## config.mk

```make
export PLATFORM = sky130hd
export DESIGN_NAME = kronos_writeback
export DESIGN_NICKNAME = d
export VERILOG_FILES = /design/src/rtl/kronos_types.sv /design/src/rtl/kronos_lsu_align.sv /design/src/rtl/kronos_writeback.sv
export SDC_FILE = /design/constraint.sdc
export NUM_CORES = 1
export LEC_CHECK = 0
export BUFFER_PORTS_ARGS = -buffer_cell sky130_fd_sc_hd__buf_2
export CAP_MARGIN = 15
export CORE_ASPECT_RATIO = 0.75
export CORE_UTILIZATION = 49
export DETAILED_ROUTE_END_ITERATION = 8
export GPL_ROUTABILITY_DRIVEN = 0
export PLACE_DENSITY_LB_ADDON = 0.25
export RECOVER_POWER = 100
export SLEW_MARGIN = 15
export SYNTH_ARGS = -nofsm -noshare
export SYNTH_HDL_FRONTEND = slang
export SYNTH_SLANG_ARGS = --single-unit
```

## constraint.sdc

```tcl
create_clock -name clk -period 2.2 [get_ports clk]
set_clock_uncertainty 0.1 [all_clocks]
set_input_delay 0.33 -clock clk [delete_from_list [all_inputs] [get_ports clk]]
set_output_delay 0.33 -clock clk [all_outputs]
set_load 0.05 [all_outputs]
```

## src/rtl/kronos_types.sv

```systemverilog
// Kronos shared types: EX->WB bundle, data-size and trap-cause codes, WB state.
package kronos_types;

  localparam int unsigned XLEN = 32;
  localparam int unsigned REGW = 5;

  localparam logic [1:0] BYTE = 2'd0;
  localparam logic [1:0] HALF = 2'd1;
  localparam logic [1:0] WORD = 2'd2;

  localparam logic [3:0] ILLEGAL     = 4'd2;
  localparam logic [3:0] LD_MISALIGN = 4'd4;
  localparam logic [3:0] ST_MISALIGN = 4'd6;

  typedef enum logic {
    STEADY = 1'b0,
    MEM    = 1'b1
  } wb_state_e;

  typedef struct packed {
    logic [XLEN-1:0] result1;
    logic [XLEN-1:0] result2;
    logic [REGW-1:0] rd;
    logic            rd_write;
    logic            branch;
    logic            branch_cond;
    logic            ld;
    logic            st;
    logic [1:0]      data_size;
    logic            data_uns;
    logic            is_illegal;
  } pipeEXWB_t;

endpackage

```

## src/rtl/kronos_lsu_align.sv

```systemverilog
// Byte-lane alignment: store shift/mask and load extract with sign/zero extension.
module kronos_lsu_align
  import kronos_types::*;
(
  input  logic [1:0]      i_st_addr_lo,
  input  logic [1:0]      i_st_size,
  input  logic [XLEN-1:0] i_st_data,
  input  logic [1:0]      i_ld_addr_lo,
  input  logic [1:0]      i_ld_size,
  input  logic            i_ld_uns,
  input  logic [XLEN-1:0] i_ld_data,
  output logic [3:0]      o_st_mask,
  output logic [XLEN-1:0] o_st_data,
  output logic [XLEN-1:0] o_ld_data
);

  logic [XLEN-1:0] w_ld_shift;

  // Store lanes: shift data into position, lanes pushed past byte 3 are dropped
  always_comb begin
    o_st_data = i_st_data << {i_st_addr_lo, 3'b000};
    case (i_st_size)
      BYTE:    o_st_mask = 4'(4'b0001 << i_st_addr_lo);
      HALF:    o_st_mask = 4'(4'b0011 << i_st_addr_lo);
      default: o_st_mask = 4'hF;
    endcase
  end

  // Load extract: right-align the addressed lanes, then truncate and extend
  always_comb begin
    w_ld_shift = i_ld_data >> {i_ld_addr_lo, 3'b000};
    case (i_ld_size)
      BYTE:    o_ld_data = i_ld_uns ? {24'b0, w_ld_shift[7:0]}
                                    : {{24{w_ld_shift[7]}}, w_ld_shift[7:0]};
      HALF:    o_ld_data = i_ld_uns ? {16'b0, w_ld_shift[15:0]}
                                    : {{16{w_ld_shift[15]}}, w_ld_shift[15:0]};
      default: o_ld_data = w_ld_shift;
    endcase
  end

endmodule

```

## src/rtl/kronos_writeback.sv

```systemverilog
// Kronos RV32I write-back stage: register commit, branch redirect, load/store, traps.
// Optional: define KRONOS_MISALIGN_TRAP_EN to trap misaligned half/word accesses.
module kronos_writeback
  import kronos_types::*;
(
  input  logic            clk,
  input  logic            rstz,
  input  pipeEXWB_t       execute,
  input  logic            pipe_in_vld,
  output logic            pipe_in_rdy,
  output logic [XLEN-1:0] regwr_data,
  output logic [REGW-1:0] regwr_sel,
  output logic            regwr_en,
  output logic            branch,
  output logic [XLEN-1:0] branch_target,
  output logic [XLEN-1:0] data_addr,
  output logic            data_req,
  output logic            data_wr_en,
  output logic [3:0]      data_mask,
  output logic [XLEN-1:0] data_wr_data,
  input  logic [XLEN-1:0] data_rd_data,
  input  logic            data_ack,
  output logic            trap_vld,
  output logic [3:0]      trap_cause,
  output logic [XLEN-1:0] trap_value
);

  wb_state_e       r_state;
  wb_state_e       w_state_nxt;
  logic            w_accept;
  logic            w_is_mem;
  logic            w_misalign;
  logic            w_mem_go;
  logic            w_taken;
  logic [1:0]      r_addr_lo;
  logic [1:0]      r_size;
  logic            r_uns;
  logic            r_ld_wr;
  logic [REGW-1:0] r_rd;
  logic [3:0]      w_st_mask;
  logic [XLEN-1:0] w_st_data;
  logic [XLEN-1:0] w_ld_data;

  assign pipe_in_rdy = (r_state == STEADY);
  assign w_accept    = pipe_in_vld && pipe_in_rdy;
  assign w_is_mem    = execute.ld || execute.st;
  assign w_taken     = execute.branch || (execute.branch_cond && execute.result1[0]);

`ifdef KRONOS_MISALIGN_TRAP_EN
  assign w_misalign = (execute.data_size == HALF) ? execute.result1[0]
                    : (execute.data_size != BYTE) && (|execute.result1[1:0]);
`else
  assign w_misalign = 1'b0;
`endif

  assign w_mem_go = w_accept && w_is_mem && !execute.is_illegal && !w_misalign;

  kronos_lsu_align u_align (
    .i_st_addr_lo (execute.result1[1:0]),
    .i_st_size    (execute.data_size),
    .i_st_data    (execute.result2),
    .i_ld_addr_lo (r_addr_lo),
    .i_ld_size    (r_size),
    .i_ld_uns     (r_uns),
    .i_ld_data    (data_rd_data),
    .o_st_mask    (w_st_mask),
    .o_st_data    (w_st_data),
    .o_ld_data    (w_ld_data)
  );

  // State register
  always_ff @(posedge clk or negedge rstz) begin
    if (!rstz) r_state <= STEADY;
    else       r_state <= w_state_nxt;
  end

  // Next state: enter MEM on a clean ld/st accept, leave on bus ack
  always_comb begin
    w_state_nxt = r_state;
    case (r_state)
      STEADY:  if (w_mem_go) w_state_nxt = MEM;
      MEM:     if (data_ack) w_state_nxt = STEADY;
      default: w_state_nxt = STEADY;
    endcase
  end

  // Registered outputs: single-cycle strobes, held bus request, load context
  always_ff @(posedge clk or negedge rstz) begin
    if (!rstz) begin
      regwr_en      <= 1'b0;
      regwr_data    <= '0;
      regwr_sel     <= '0;
      branch        <= 1'b0;
      branch_target <= '0;
      data_req      <= 1'b0;
      data_wr_en    <= 1'b0;
      data_addr     <= '0;
      data_mask     <= '0;
      data_wr_data  <= '0;
      trap_vld      <= 1'b0;
      trap_cause    <= '0;
      trap_value    <= '0;
      r_addr_lo     <= '0;
      r_size        <= '0;
      r_uns         <= 1'b0;
      r_ld_wr       <= 1'b0;
      r_rd          <= '0;
    end else begin
      regwr_en <= 1'b0;
      branch   <= 1'b0;
      trap_vld <= 1'b0;
      if (w_accept) begin
        if (execute.is_illegal) begin
          trap_vld   <= 1'b1;
          trap_cause <= ILLEGAL;
          trap_value <= '0;
        end else if (w_is_mem && w_misalign) begin
          trap_vld   <= 1'b1;
          trap_cause <= execute.ld ? LD_MISALIGN : ST_MISALIGN;
          trap_value <= execute.result1;
        end else if (w_is_mem) begin
          data_req     <= 1'b1;
          data_wr_en   <= execute.st;
          data_addr    <= {execute.result1[XLEN-1:2], 2'b00};
          data_mask    <= w_st_mask;
          data_wr_data <= w_st_data;
          r_addr_lo    <= execute.result1[1:0];
          r_size       <= execute.data_size;
          r_uns        <= execute.data_uns;
          r_ld_wr      <= execute.ld && execute.rd_write && (execute.rd != '0);
          r_rd         <= execute.rd;
        end else begin
          regwr_en      <= execute.rd_write && (execute.rd != '0) && !execute.branch_cond;
          regwr_data    <= execute.result1;
          regwr_sel     <= execute.rd;
          branch        <= w_taken;
          branch_target <= execute.result2;
        end
      end else if ((r_state == MEM) && data_ack) begin
        data_req   <= 1'b0;
        data_wr_en <= 1'b0;
        regwr_en   <= r_ld_wr;
        regwr_data <= w_ld_data;
        regwr_sel  <= r_rd;
      end
    end
  end

endmodule

```

==> metrics.md, run 1 <==
| Metric | Value |
|---|---|
| Most numerous cell in the Yosys netlist | nand2_1 |
| Setup TNS | 0 ns |
| Via Count | 6359 |
| Worst setup EP type | flop |
| Share of cells above drive strength 1 | 23.9% |
| Row count | 38 |
| Slew Viols, Final | 0 |
| Area grow syn2layout | 24.5% |
| Syn_area_per_cell | 10.0 µm² |
| First-pass GRT wire length | 32700 µm |
| WP data arrival | 2.18 ns |
| Clock Latency Late Sink | 0.41 ns |
| Static Leakage | 4.37 nW |
| Req. time, crit path | 2.40 ns |
| Top_reg_cell synth | dfrtp_1 |
| Dominant cell type by area after synthesis | dfrtp_1 |
| Mapped Area | 0.00744 mm² |
| Starting Density | 50.8% |
| DRT antenna net count | 0 |
| Initial antenna violation count | 0 |
| Vias per cell | 5.24 |
| CP Launch Type | flop |
| DRT Pass-1 Iters | 5 |
| Pwr/cell area | 1260 mW/mm² |
| Register clock-pin slew on the reported worst setup and hold paths | 0.06 ns |
| Hold crit path type | input port to flop |
| Pre-CTS WS | 0.280 ns |
| Max-cap viol count | 0 |
| Critical path fanouts, max | 16 |
| DP Area | 0.00891 mm² |
| Vias in the first global route | 5850 |
| CTS tree | yes |
| Largest net degree at the start of global routing | 54 |
| # clock sinks | 153 |
| WL/cell | 17.5 µm |
| Post-CTS Setup Inserts | 0 |
| Clock Tree Buf Depth | 2 |
| Worst relative slew slack | 40.8% |
| Diode count | 0 |
| Post-synth top area share | 51.4% |
| Final setup vio count | 0 |
| Fin area | 0.00926 mm² |
| Number of DRC markers in iteration 0 | 448 |
| Worst Hold Depth | 3 |
| EDFF count, synth | 0 |
| Final Routed Wirelength | 21300 µm |
| IO Pins | 293 |
| Die area | 0.0157 mm² |
| Port Buffers | 255 |
| Ys Warns | 0 |
| Post-synthesis cell count | 743 |
| # DRC | 0 |
| Post-synthesis register bit count | 153 |
| Detailed placement HPWL | 15700 µm |
| CTS Root Buffer Type | clkbuf_16 |
| Crit path kind | flop to flop |
| Fmax | 505 MHz |
| Area of the core | 0.0146 mm² |
| Outcome | complete, no violations |
| Ranking of synthesized cells by area | dfrtp_1 51%, nand2_1 9.3%, mux2_2 7.3% |
| Fin. Hold Viols | 0 |
| R2R depth | 6 |
| PnR worst setup slack | 0.220 ns |
| Fin crit share | 90.0% |
| Height of the die | 109 µm |
| Fin Hold WS | 0.0165 ns |
| Seq/Total Area, Yosys | 51.4% |
| Total congestion overflow | 0 |
| Nets | 1115 |
| RSZ-0062 raised after global routing | false |
| Synth cell count leaders | 185 x nand2_1, 153 x dfrtp_1, 48 x mux2_2, 48 x nor2_1, 38 x buf_4 |
| Asr flop ratio synth | 100% |
| Total GRT Usage | 27.6% |
| Slew @ Worst Pin | 0.888 ns |
| Peak supply drop | 0.000719 V |
| Die W | 144 µm |
| Final period demand of the worst path | 1.98 ns |
| Cts bufs inserted | 17 |
| Yosys cell types | 47 |
| H-tree Lvls | 4 |
[layout by cell type (no fill, tap or decap), types with 6 or more instances in the layout]
cell type / instances
nand2_1: 185
o211ai_1: 8
or3_1: 6
a211oi_1: 16
mux2_2: 48
o21ai_0: 25
clkbuf_1: 147
a2bb2oi_2: 8
and2_1: 8
clkbuf_16: 17
buf_2: 112
o221a_1: 6
nor2_1: 47
a31oi_1: 7
nor3_1: 10
mux2i_1: 33
buf_4: 15
nor2b_1: 11
o31ai_1: 10
a21oi_1: 34
dfrtp_1: 153
a22oi_1: 8
nand3_1: 8
conb_1: 37
[timing repair]
item,4_1_cts,5_1_grt
hold buffers,1,0
gates resized for setup,0,0
endpoints found under the hold margin,48,0
[critical path, stage by stage (launching register included)]
cell       delay (ns)
dfrtp_1          0.35
clkbuf_2         0.22
nor2b_1          0.08
a2111oi_1        0.59
o41ai_4          0.12
buf_12           0.18
o221a_2          0.23
[final timing paths]
path,slack [ns],from,endpoint
setup reg to reg,0.22,r_size[0],regwr_data[23]
hold / removal,0.02,execute[1],r_uns
max in group asynchronous,0.51,rstz,branch_target[16]
setup / recovery,0.22,r_size[0],regwr_data[23]
min in group asynchronous,0.32,rstz,branch
hold reg to reg,0.37,data_addr[10],data_addr[10]
[registers in the layout, summed over array words and instances, names as in the netlist]
register,count
regwr_sel,5
data_mask,4
r_size,2
branch,1
r_addr_lo,2
branch_target,32
data_req,1
data_wr_en,1
trap_vld,1
trap_cause,1
data_addr,30
data_wr_data,32
regwr_en,1
r_rd,5
r_ld_wr,1
regwr_data,32
r_state,1
r_uns,1
[routing by layer]
| metal | wire length, µm | up-vias | GRT usage, % |
|---|---|---|---|
| met5 | 0 | - | 0 |
| met4 | 152 | 0 | 5.04 |
| met3 | 1710 | 13 | 6.59 |
| met2 | 9190 | 281 | 39.2 |
| met1 | 10300 | 3073 | 42.8 |
| li1 | - | 2992 | - |
[report_power, final]
group / total [W] / internal (W) / leakage (nW) / switching, W
sequential: 0.00394 / 0.00351 / 1.86 / 0.000425
clock: 0.00295 / 0.00169 / 0.298 / 0.00126
combinational: 0.00475 / 0.00104 / 2.21 / 0.00371
[through the flow]
| step | total power [W] | cells | utilization [%] |
|---|---|---|---|
| 2_1_floorplan | 0.00766 | 779 | - |
| 3_3_place_gp | 0.00886 | 1181 | 60.8 |
| 3_5_place_dp | 0.00893 | 1181 | 60.8 |
| 4_1_cts | 0.0119 | 1214 | 65.0 |
| 5_1_grt | 0.0122 | 1214 | 63.3 |
| 6_report | 0.0116 | 1214 | 63.3 |
[layout make-up]
cell class / count / area, µm²
fill: 1313 / 5380
sequential: 153 / 3830
multi-input combinational: 539 / 3220
timing repair buffer: 286 / 1350
clock buffer: 20 / 467
tap: 200 / 250
clock inverter: 12 / 130
inverter: 4 / 15.0
[kinds of logic (layout without fill, tap and decap cells)]
family | after synthesis | in the layout | share of synthesized area [%]
AND/OR/NAND/NOR | 289 | 289 | 16.5
AO/OA/AOI/OAI | 131 | 131 | 12.9
multiplexers | 82 | 82 | 12.0
flip-flops | 153 | 153 | 51.4
buffers and inverters | 87 | 322 | 7.09
other | 1 | 37 | 0.0504
No activity file was read; power rests on OpenSTA's default activity.
==> inputs of run 2 (changes only) <==
--- a/config.mk
+++ b/config.mk
@@ -13,6 +13,8 @@
 export GPL_ROUTABILITY_DRIVEN = 0
 export PLACE_DENSITY_LB_ADDON = 0.25
 export RECOVER_POWER = 100
+export SETUP_SLACK_MARGIN = 0.2
+export SKIP_LAST_GASP = 1
 export SLEW_MARGIN = 15
 export SYNTH_ARGS = -nofsm -noshare
 export SYNTH_HDL_FRONTEND = slang
==> constraint.sdc (replaced) <==
create_clock -name clk -period 2.2 [get_ports clk]
set_clock_uncertainty 0.1 [all_clocks]
set_input_delay 0 -clock clk [delete_from_list [all_inputs] [get_ports clk]]
set_output_delay 0 -clock clk [all_outputs]
set_load 0.05 [all_outputs]
==> metrics.md, run 2 (synthesis gave the netlist of run 1 again) <==
| Metric | Value |
|---|---|
| Height of the die | 109 µm (unchanged) |
| Die W | 144 µm (unchanged) |
| Nets | 1221 (+9.5%) |
| Failing checks | capacitance limit, slew limit |
| Worst relative slew slack | -0.816% (-42 points) |
| Final period demand of the worst path | 1.97 ns (-0.00635 ns) |
| Port Buffers | 255 (unchanged) |
| Row count | 38 (unchanged) |
| Register clock-pin slew on the reported worst setup and hold paths | 0.06 ns (about the same) |
| WP data arrival | 2.20 ns (+0.02 ns) |
| Cts bufs inserted | 17 (unchanged) |
| Outcome | complete, but fails checks |
| Total congestion overflow | 0 (unchanged) |
| Slew Viols, Final | 58 (+58) |
| Filler instances | 1149 (-12%) |
| Share of cells above drive strength 1 | 21.2% (-2.7 points) |
| Fmax | 507 MHz (+0.32%) |
| Peak supply drop | 0.000747 V (+3.9%) |
| Area grow syn2layout | 39.2% |
| Fin crit share | 89.7% (-0.29 points) |
| RSZ-0062 raised after global routing | false |
| Storage cell area | 0.00383 mm² (unchanged) |
| Most common cell after layout, fill and taps aside | nand2_1 |
| Setup TNS | 0 ns (unchanged) |
| Worst setup EP type | flop |
| CTS tree | yes |
| # placed instances | 1179 (-0.17%) |
| Largest net degree at the start of global routing | 59 (+9.3%) |
| Total GRT Usage | 30.1% (+2.4 points) |
| Clock Tree Buf Depth | 2 (unchanged) |
| Crit path kind | flop to flop |
| Via Count | 6994 (+10%) |
| Final Routed Wirelength | 23300 µm (+9.5%) |
| Static Leakage | 4.82 nW (+10%) |
| Vias in the first global route | 6562 (+12%) |
| Starting Density | 50.8% (unchanged) |
| First-pass GRT wire length | 35500 µm (+8.8%) |
| Hold crit path type | input port to flop |
| Die area | 0.0157 mm² (unchanged) |
| Clock Latency Late Sink | 0.41 ns (about the same) |
| H-tree Lvls | 4 (unchanged) |
| Finished Layout Cells | 1318 (+8.6%) |
| Most frequent cells in the layout | 185 x nand2_1, 153 x dfrtp_1, 143 x clkbuf_1 |
| Critical path fanouts, max | 16 (unchanged) |
| Largest regs | branch_target (32), data_wr_data (32), regwr_data (32) |
| Max-cap viol count | 1 (+1) |
| WL/cell | 17.7 µm (+0.83%) |
| # clock sinks | 153 (unchanged) |
| DRT antenna net count | 0 (unchanged) |
| Vias per cell | 5.31 (+1.3%) |
| Slew @ Worst Pin | 1.51 ns (+0.624 ns) |
| Number of DRC markers in iteration 0 | 681 (+52%) |
| Pwr/cell area | 1160 mW/mm² (-7.6%) |
| # DRC | 0 (unchanged) |
| Area of the core | 0.0146 mm² (unchanged) |
| Detailed placement HPWL | 15500 µm (-1.6%) |
| Diode count | 0 (unchanged) |
| CTS Root Buffer Type | clkbuf_16 |
| CP Launch Type | flop |
| Initial antenna violation count | 0 (unchanged) |
| Fin. Hold Viols | 0 (unchanged) |
| Area of the multi-input gates | 0.00319 mm² (-1.2%) |
| Final setup vio count | 0 (unchanged) |
| DRT Pass-1 Iters | 6 (+1) |
| IO Pins | 293 (unchanged) |
| Req. time, crit path | 2.43 ns (+0.03 ns) |
[run 2: final cells by class]
type	instances	area share (%)
clock buffer	18	4.24
clock inverter	12	1.82
multi-input combinational	539	30.8
timing repair buffer	392	23.7
tap	200	2.42
inverter	4	0.145
sequential	153	37.0
[run 2: critical path, cell delays in order (launching register included)]
cell and delay, ns:
dfrtp_1 0.47, nand2b_1 0.18, a311o_1 0.38, o41ai_4 0.38, buf_12 0.20, a2bb2oi_1 0.18
[run 2: what timing repair did]
action                                  in CTS  in global routing
endpoints found under the setup margin       0                  8
setup buffers                                0                  0
gates resized for setup                      0                  1
endpoints found under the hold margin      303                  0
hold buffers                               109                  0
[run 2: stage by stage]
step	utilization [%]	area, µm²	power [W]	setup slack (ns)	hold WS, ns
4_1_cts	72.5	10600	0.0122	0.237	0.0254
2_1_floorplan	-	7580	0.00766	0.209	-0.396
3_3_place_gp	60.7	8890	0.00886	0.270	-0.0926
5_1_grt	70.7	10400	0.0125	0.125	0.0547
3_5_place_dp	60.7	8890	0.00893	0.243	-0.0866
6_report	70.7	10400	0.0120	0.226	0.0565
[run 2: report_power, final]
part | internal (W) | switching [W]
sequential | 0.00352 | 0.000431
combinational | 0.00116 | 0.00379
clock | 0.00194 | 0.00120
[run 2: path summary, 6_finish.rpt]
path	startpoint	to	slack (ns)	depth (start not counted)
min in group asynchronous	rstz	branch_target[17]	0.38	2
worst max-delay path	r_size[0]	regwr_data[29]	0.23	5
max in group asynchronous	rstz	data_mask[0]	0.41	3
worst min register to register	data_wr_data[3]	data_wr_data[3]	0.36	2
worst max register to register	r_size[0]	regwr_data[29]	0.23	5
worst min-delay path	execute[47]	r_addr_lo[1]	0.06	4
[run 2: metal layers]
layer	part of all wire (%)	track usage (%)
met5	0	0
met4	2.7	10.9
met3	8.2	7.73
met2	45	43.3
met1	44	43.6
==> inputs of run 3 (changes only) <==
--- a/config.mk
+++ b/config.mk
@@ -12,7 +12,7 @@
 export DETAILED_ROUTE_END_ITERATION = 8
 export GPL_ROUTABILITY_DRIVEN = 0
 export PLACE_DENSITY_LB_ADDON = 0.25
-export RECOVER_POWER = 100
+export RECOVER_POWER = 50
 export SETUP_SLACK_MARGIN = 0.2
 export SKIP_LAST_GASP = 1
 export SLEW_MARGIN = 15
==> metrics.md, run 3 (synthesis gave the netlist of run 1 again) <==
| Metric | Value |
|---|---|
| Outcome | complete, but fails checks |
| Reg-to-Reg End | regwr_data[19] |
| Total congestion overflow | 0 (unchanged) |
| Net Sw Power | 0.00542 W (about the same) |
| Number of DRC markers in iteration 0 | 723 (+6.2%) |
| WL/cell | 17.7 µm (about the same) |
| Buf/Inv on CP | 1 (unchanged) |
| Initial antenna violation count | 0 (unchanged) |
| # placed instances | 1179 (unchanged) |
| Port Buffers | 255 (unchanged) |
| Core Util, Final | 71.8% (+1.0 points) |
| Setup TNS | 0 ns (unchanged) |
| Detailed placement HPWL | 15500 µm (unchanged) |
| Hold path startpoint | execute[47] |
| DRT antenna net count | 0 (unchanged) |
| Slew @ Worst Pin | 1.49 ns (-0.0173 ns) |
| H-tree Lvls | 4 (unchanged) |
| Crit path kind | flop to flop |
| DP Area | 0.00889 mm² (unchanged) |
| Largest regs | branch_target (32), data_wr_data (32), regwr_data (32) |
| Sequential share of power | 32.4% (-0.4 points) |
| Final period demand of the worst path | 1.93 ns (-0.0444 ns) |
| CP top delay family | compound AO/OA/AOI/OAI gates |
| CTS Root Buffer Type | clkbuf_16 |
| Most common cell after layout, fill and taps aside | nand2_1 |
| Height of the die | 109 µm (unchanged) |
| Starting Density | 50.8% (unchanged) |
| Static Leakage | 5.05 nW (+4.8%) |
| DRT Pass-1 Iters | 5 (-1) |
| Worst r2r src | r_size[0] |
| Fin area | 0.0105 mm² (+1.5%) |
| Worst relative slew slack | 0.335% (+1.2 points) |
| Worst setup EP type | flop |
| RSZ-0062 raised after global routing | false |
| Clock Tree Buf Depth | 2 (unchanged) |
| Via Count | 7026 (+0.46%) |
| Peak supply drop | 0.000793 V (+6.2%) |
| CTS tree | yes |
| Nets | 1221 (unchanged) |
| Final Routed Wirelength | 23300 µm (about the same) |
| Worst path max stage delay | 0.46 ns (about the same) |
| Comb power frac | 41.8% (+0.7 points) |
| Hold crit path type | input port to flop |
| Slew Viols, Final | 0 (-100%) |
| Finished Layout Cells | 1318 (unchanged) |
| Clk pwr share | 25.8% (-0.3 points) |
| CP Launch Type | flop |
| Failing checks | capacitance limit |
| Clock Latency Late Sink | 0.41 ns (about the same) |
| Fin. Hold Viols | 0 (unchanged) |
| Diode count | 0 (unchanged) |
| Req. time, crit path | 2.45 ns (+0.02 ns) |
| Worst Hold Depth | 4 (unchanged) |
| Fmax | 518 MHz (+2.3%) |
| Flop2flop setup slack | 0.27 ns (+0.04 ns) |
| Final total power | 0.0122 W (+1.1%) |
| Final setup vio count | 0 (unchanged) |
| Total GRT Usage | 30.1% (unchanged) |
| Critical path fanouts, max | 16 (unchanged) |
| IO Pins | 293 (unchanged) |
| Pwr/cell area | 1160 mW/mm² (-0.34%) |
| Post-CTS Setup Inserts | 0 (unchanged) |
| Register clock-pin slew on the reported worst setup and hold paths | 0.06 ns (about the same) |
| Cell Int Power | 0.00675 W (+2.0%) |
| Area grow syn2layout | 41.2% |
| # clock sinks | 153 (unchanged) |
| WP data arrival | 2.18 ns (-0.02 ns) |
| R2R depth | 5 (unchanged) |
| Net Sw Frac | 44.6% (-0.47 points) |
| CP max stage cell | dfrtp_2 |
| Worst-path cell chain | nand2b_4, a311o_1, o41ai_4, buf_12, o221a_1 |
| Vias in the first global route | 6562 (unchanged) |
| # DRC | 0 (unchanged) |
| Largest net degree at the start of global routing | 59 (unchanged) |
| Hold Path End | r_addr_lo[1] |
| Fin crit share | 87.7% (-2.0 points) |
| Vias per cell | 5.33 (+0.46%) |
| Die W | 144 µm (unchanged) |
| Share of cells above drive strength 1 | 28.4% (+7.2 points) |
| Cts bufs inserted | 17 (unchanged) |
| First-pass GRT wire length | 35500 µm (unchanged) |
| Max-cap viol count | 1 (unchanged) |
| Die area | 0.0157 mm² (unchanged) |
| Most frequent cells in the layout | 185 x nand2_1, 184 x buf_2, 152 x dfrtp_1 |
| Area of the core | 0.0146 mm² (unchanged) |
| Row count | 38 (unchanged) |
run 3: per-layer routing:
metal  global-route usage (%)  vias to the layer above  wire length, µm
met5                        0                        -                0
met4                     10.9                        0              629
met3                     7.73                       65             1870
met2                     43.3                      366            10500
met1                     43.6                     3406            10400
li1                         -                     3189                -
run 3: worst max-delay path by stage:
stage,startpoint,to,slack [ns],depth (start not counted)
6_report,r_size[0],regwr_data[19],0.27,5
5_1_grt,rstz,branch_target[10],0.12,3
4_1_cts,r_size[0],regwr_data[16],0.24,5
3_5_place_dp,r_size[0],regwr_data[16],0.24,5
3_3_place_gp,r_size[0],regwr_data[20],0.27,5
2_1_floorplan,r_size[0],regwr_data[22],0.21,6
run 3: cell type report:
cell class                 count  area [µm²]
clock buffer                  18         439
clock inverter                12         189
fill                        1094        4130
inverter                       4        15.0
multi-input combinational    539        3240
sequential                   153        3830
tap                          200         250
timing repair buffer         392        2540
run 3: worst min-delay path: cells and delay by family:
family | cells | cell delay (ns)
buf+inv | 2 | 0.36
simple gates | 2 | 0.16
run 3: what timing repair did:
item	CTS	global route
resized for setup	0	1
setup endpoints to repair	0	8
hold buffers	109	0
hold endpoints to repair	303	0
run 3: power groups by stage:
stage                     Sequential (W)  Combinational (W)  Clock, W
after global routing             0.00402            0.00535   0.00331
final                            0.00394            0.00509   0.00314
after CTS                        0.00391            0.00515   0.00317
after global placement           0.00392            0.00494         0
after detailed placement         0.00394            0.00499         0
after floorplan                  0.00626            0.00140         0
run 3: through the flow:
step	worst slack (ns)	hold slack (ns)
final	0.270	0.0579
after CTS	0.237	0.0254
after global routing	0.125	0.0547
after detailed placement	0.243	-0.0866
after global placement	0.270	-0.0926
after floorplan	0.209	-0.396
